--- src/rtl/counter_pkg.sv ---
// Shared types and helpers for the up/down modulo counter and its bench.
package counter_pkg;

    typedef enum logic {
        DIR_DOWN = 1'b0,
        DIR_UP   = 1'b1
    } dir_e;

    typedef enum logic {
        MODE_WRAP = 1'b0,
        MODE_SAT  = 1'b1
    } limit_mode_e;

    localparam int unsigned MAX_WIDTH = 32;

    // Out-of-range requests are pulled down to the modulus limit rather than wrapped.
    function automatic logic [MAX_WIDTH-1:0] clamp_to_max(
        input logic [MAX_WIDTH-1:0] value,
        input logic [MAX_WIDTH-1:0] max
    );
        return (value > max) ? max : value;
    endfunction

endpackage

--- src/rtl/updown_mod_next.sv ---
// Combinational next-count and limit-event logic for updown_mod_counter.
module updown_mod_next
    import counter_pkg::*;
#(
    parameter int unsigned      WIDTH   = 8,
    parameter logic [WIDTH-1:0] MAX_VAL = {WIDTH{1'b1}},
    parameter limit_mode_e      MODE    = MODE_WRAP
) (
    input  logic [WIDTH-1:0] count,
    input  dir_e             dir,
    output logic [WIDTH-1:0] next_count,
    output logic             limit
);

    // One extra bit so MAX_VAL = 2**WIDTH-1 and the 0-1 borrow are both visible.
    logic [WIDTH:0] count_ext;
    logic [WIDTH:0] max_ext;
    logic [WIDTH:0] inc;
    logic [WIDTH:0] dec;

    assign count_ext = {1'b0, count};
    assign max_ext   = {1'b0, MAX_VAL};
    assign inc       = count_ext + (WIDTH + 1)'(1);
    assign dec       = count_ext - (WIDTH + 1)'(1);

    always_comb begin
        next_count = count;
        limit      = 1'b0;
        unique case (dir)
            DIR_UP: begin
                if (inc > max_ext) begin
                    limit      = 1'b1;
                    next_count = (MODE == MODE_SAT) ? MAX_VAL : '0;
                end else begin
                    next_count = inc[WIDTH-1:0];
                end
            end
            DIR_DOWN: begin
                if (dec[WIDTH]) begin
                    limit      = 1'b1;
                    next_count = (MODE == MODE_SAT) ? '0 : MAX_VAL;
                end else begin
                    next_count = dec[WIDTH-1:0];
                end
            end
            default: ;
        endcase
    end

endmodule

--- src/rtl/updown_mod_counter.sv ---
// Up/down counter with programmable modulus, load, enable and wrap/saturate mode.
// Optional sticky limit flag is built when COUNTER_OVF_STICKY_EN is defined.
module updown_mod_counter
    import counter_pkg::*;
#(
    parameter int unsigned      WIDTH     = 8,
    parameter logic [WIDTH-1:0] MAX_VAL   = {WIDTH{1'b1}},
    parameter bit               SATURATE  = 1'b0,
    parameter logic [WIDTH-1:0] RESET_VAL = '0
) (
    input  logic             clk,
    input  logic             reset,
    input  logic             en,
    input  logic             up_dn,
    input  logic             load,
    input  logic [WIDTH-1:0] load_val,
    input  logic             ovf_clr,
    output logic [WIDTH-1:0] count,
    output logic             at_max,
    output logic             at_zero,
    output logic             wrap,
    output logic             ovf_sticky
);

    localparam limit_mode_e MODE = SATURATE ? MODE_SAT : MODE_WRAP;

    // A misconfigured reset value must not put the counter outside its range.
    localparam logic [WIDTH-1:0] RESET_SAFE = (RESET_VAL > MAX_VAL) ? MAX_VAL : RESET_VAL;

    logic [WIDTH-1:0] count_q, count_d;
    logic             wrap_q, wrap_d;
    logic [WIDTH-1:0] step_count;
    logic             step_limit;
    logic [WIDTH-1:0] load_clamped;
    dir_e             dir;

    assign dir          = up_dn ? DIR_UP : DIR_DOWN;
    assign load_clamped = WIDTH'(clamp_to_max(MAX_WIDTH'(load_val), MAX_WIDTH'(MAX_VAL)));

    updown_mod_next #(
        .WIDTH   (WIDTH),
        .MAX_VAL (MAX_VAL),
        .MODE    (MODE)
    ) u_next (
        .count      (count_q),
        .dir        (dir),
        .next_count (step_count),
        .limit      (step_limit)
    );

    always_comb begin
        count_d = count_q;
        wrap_d  = 1'b0;
        if (load) begin
            count_d = load_clamped;
        end else if (en) begin
            count_d = step_count;
            wrap_d  = step_limit;
        end
    end

    always_ff @(posedge clk or posedge reset) begin
        if (reset) begin
            count_q <= RESET_SAFE;
            wrap_q  <= 1'b0;
        end else begin
            count_q <= count_d;
            wrap_q  <= wrap_d;
        end
    end

`ifdef COUNTER_OVF_STICKY_EN
    logic ovf_q, ovf_d;

    // A new limit event outranks a coincident clear.
    always_comb begin
        ovf_d = ovf_q;
        if (wrap_d) begin
            ovf_d = 1'b1;
        end else if (ovf_clr) begin
            ovf_d = 1'b0;
        end
    end

    always_ff @(posedge clk or posedge reset) begin
        if (reset) begin
            ovf_q <= 1'b0;
        end else begin
            ovf_q <= ovf_d;
        end
    end

    assign ovf_sticky = ovf_q;
`else
    logic unused_ovf_clr;
    assign unused_ovf_clr = ovf_clr;
    assign ovf_sticky     = 1'b0;
`endif

    assign count   = count_q;
    assign wrap    = wrap_q;
    assign at_max  = (count_q == MAX_VAL);
    assign at_zero = (count_q == '0);

endmodule
--- config.mk ---
export PLATFORM = sky130hd
export DESIGN_NAME = updown_mod_counter
export DESIGN_NICKNAME = d
export VERILOG_FILES = /design/src/rtl/counter_pkg.sv /design/src/rtl/updown_mod_next.sv /design/src/rtl/updown_mod_counter.sv
export SDC_FILE = /design/constraint.sdc
export NUM_CORES = 1
export LEC_CHECK = 0
export CORE_UTILIZATION = 50
export CTS_BUF_LIST = sky130_fd_sc_hd__clkbuf_16
export DETAILED_ROUTE_END_ITERATION = 12
export PLACE_DENSITY = 0.88
export SETUP_SLACK_MARGIN = 0.1
export SYNTH_ARGS = -nofsm -noshare
export SYNTH_HDL_FRONTEND = slang
export SYNTH_SLANG_ARGS = --single-unit
--- constraint.sdc ---
create_clock -name clk -period 3.15 [get_ports clk]
set_clock_uncertainty 0.05 [all_clocks]
set_input_delay 0.4725 -clock clk [delete_from_list [all_inputs] [get_ports clk]]
set_output_delay 0.4725 -clock clk [all_outputs]
set_load 0.01 [all_outputs]
==> run_results.csv <==
group,metric,value,unit
grt,overflow,0,
worst_setup_path,worstPathArrival,2.12,ns
route,wl_met2,1250,um
worst_setup_path,crit_path_max_incr_delay,0.56,ns
yosys,synth_cell_type_count,58,
worst_setup_path,crit_path_start_kind,"register",
cells_and_area,fin_area,1290,um^2
power_and_ir_drop,power_leakage,0.531,nW
yosys,ys_warn_count,0,
worst_setup_path,crit_family,"buffers and inverters",
clocking,cts_buffers,3,
worst_setup_path,cp_cell_sequence,"ha_1, nand3_1, nor3_1, clkdlybuf4s50_1",
cells_and_area,diodes,0,
yosys,ys_top_cells_by_area,"dfrtp_1, ha_1, nand4_1",
cells_and_area,multiInputGateArea,697,um^2
sta,relSlewSlack,65.0,%
floorplan,fp.dieW,47.0,um
place,placed_area,1210,um^2
yosys,synth_top_area_share,22.2,%
place,preCtsSetupSlack,0.785,ns
grt,antenna_found_initial,0,
worst_setup_path,critPathMaxFanout,11,
sta,setup_tns,0,ns
route,routedLengthMet1,1130,um
route,via_per_inst,6.26,
clocking,cts-root-buf,"clkbuf_16",
sta,fin_crit,2.64,ns
clocking,cts_max_path_buffers,2,
route,highest_layer,"met4",
route,drtIter0Drc,34,
route,routed-wl-met3,190,um
sta,drv_slew,0,
grt,grt_pass1_wl,4150,um
grt,grtUsageTotal,27.1,%
job,max_cap_violations,0,
yosys,syn_area_per_cell,8.16,um^2
route,drcViolationCount,0,
place,dp_hpwl,1800,um
floorplan,coreArea,1800,um^2
worst_setup_path,end_kind,"output port",
place,place.gp.congestion,0.887,
clocking,cts_tree,"done",
cells_and_area,area_growth,27.7,%
yosys,ys.flop_type,"dfrtp_1",
yosys,synth_nets,142,
clocking,worstSkewPairLatency,0.24,ns
cells_and_area,final_common_cell,"clkdlybuf4s50_1",
yosys,synth-edff-count,0,
place,port_buffers,23,
grt,grt_pass1_vias,965,
yosys,synthArstFlopShare,100,%
grt,grt_max_degree,18,
route,dr.pass1.iters,4,
floorplan,die-area,2210,um^2
worst_setup_path,critPathBufInv,1,
power_and_ir_drop,peakVddDrop,297,uV
yosys,yosysSeqAreaShare,22.2,%
worst_setup_path,required,2.63,ns
floorplan,rows,15,
cells_and_area,register_area,225,um^2
yosys,syn_inst,124,
cells_and_area,final_cell_mix,"clkdlybuf4s50_1, dfrtp_1, nor2_1",
min_path,worstHoldPathType,"in2async",
sta,whs,0.460,ns
clocking,postCtsHoldBufs,0,
clocking,htree_levels,1,
sta,fmax,0.378,GHz
sta,rsz0062_at_grt,"false",
clocking,clock-sinks,9,
worst_setup_path,slowest_stage,"clkdlybuf4s50_1",
route,finalWirelength,2620,um
cells_and_area,fin_nets,161,
yosys,synth_seq_cells,9,
floorplan,die_h,47.0,um
power_and_ir_drop,power_density,447,nW/um^2
yosys,yosysTopAreaCell,"dfrtp_1",
sta,post-route-period-util,84.0,%
route,vias,1045,
clocking,clkTransAtPathRegs,0.04,ns
floorplan,start_util,56.2,%
floorplan,ios,26,
sta,setup_viol,0,
outcome,status,"finished clean",
route,drtAntennaViolNets,0,
sta,fin_ws,0.505,ns
sta,hold_violations,0,
sta,worst_slew_pin_slew,0.525,ns
route,wl_per_cell,15.7,um
cells_and_area,drive_gt1_share,10.6,%
worst_setup_path,crit_type,"reg2out",
cells_and_area,post-route-util,71.7,%
cells_and_area,fill_cells,153,
clocking,ctsResizeCount,0,
yosys,synthesis.area,1010,um^2
clocking,cts_setup_buffers,0,
-- metrics by stage --
step	cells	power [mW]
after CTS	167	0.578
after global placement	163	0.345
after detailed placement	163	0.350
final	167	0.578
after global routing	167	0.607
after floorplan	124	0.291
-- synthesized netlist by cell type, drive strengths merged (2+ instances only) --
cell,count
ha,4
o21ai,7
nand2b,2
a21o,2
mux2i,2
o31ai,2
nand3,3
xor2,2
clkbuf,3
nor3b,2
dfrtp,9
inv,6
a21oi,5
nor2b,2
buf,7
or2b,2
and3,2
and2,2
or4,2
and4,2
a211o,2
nor3,7
a31oi,3
nor2,8
xnor2,2
nand4,6
nand2,6
-- worst register-to-register path, cell delays in order (launching register included) --
cell     delay, ns
dfrtp_1       0.55
inv_1         0.16
ha_1          0.36
nor3b_2       0.19
maj3_2        0.37
and3_1        0.21
o31ai_1       0.24
-- per-layer routing --
layer / vias up / global-route usage (%)
li1: 505 / -
met4: 0 / 15.4
met1: 484 / 33.0
met3: 8 / 8.08
met5: - / 0
met2: 48 / 42.5
-- cells by family (layout without fill, tap and decap cells) --
group           count (synthesis)  count (layout)  synth area share (%)
compound gates                 36              36                  26.1
xor+xnor                        4               4                  3.46
flops                           9               9                  22.3
buf+inv                        16              34                  8.90
fa+ha+maj                       5               5                  6.06
simple gates                   51              51                  30.9
mux                             2               2                  1.98
other cells                     1               1                 0.370
-- sequential cells by signal, summed over array words and instances, names as in the netlist --
signal,count
wrap,1
count,8
-- power by group --
part | internal [mW] | total [mW] | switching [mW]
logic | 0.0934 | 0.180 | 0.0869
clock network | 0.166 | 0.225 | 0.0587
registers | 0.129 | 0.172 | 0.0433
total | 0.389 | 0.578 | 0.189
-- final timing paths --
| path | start | to | slack (ns) | cells past startpoint |
|---|---|---|---|---|
| max | count[0] | at_max | 0.51 | 4 |
| min | reset | count[5] | 0.46 | 2 |
| max reg2reg | count[0] | count[0] | 0.93 | 6 |
| min reg2reg | count[4] | count[4] | 0.69 | 2 |
| max in group asynchronous | reset | count[7] | 2.33 | 2 |
| min in group clk | count[4] | count[4] | 0.69 | 2 |
-- final cells by class --
| class | count | share of cell area, % |
|---|---|---|
| clock buffers | 3 | 5.81 |
| clock inverters | 1 | 0.290 |
| inverters | 6 | 1.74 |
| multi-input cells | 99 | 53.9 |
| flip-flops and latches | 9 | 17.4 |
| well taps | 25 | 2.42 |
| repair buffers | 24 | 18.4 |
Note: power is estimated with default switching activity, not from simulation.
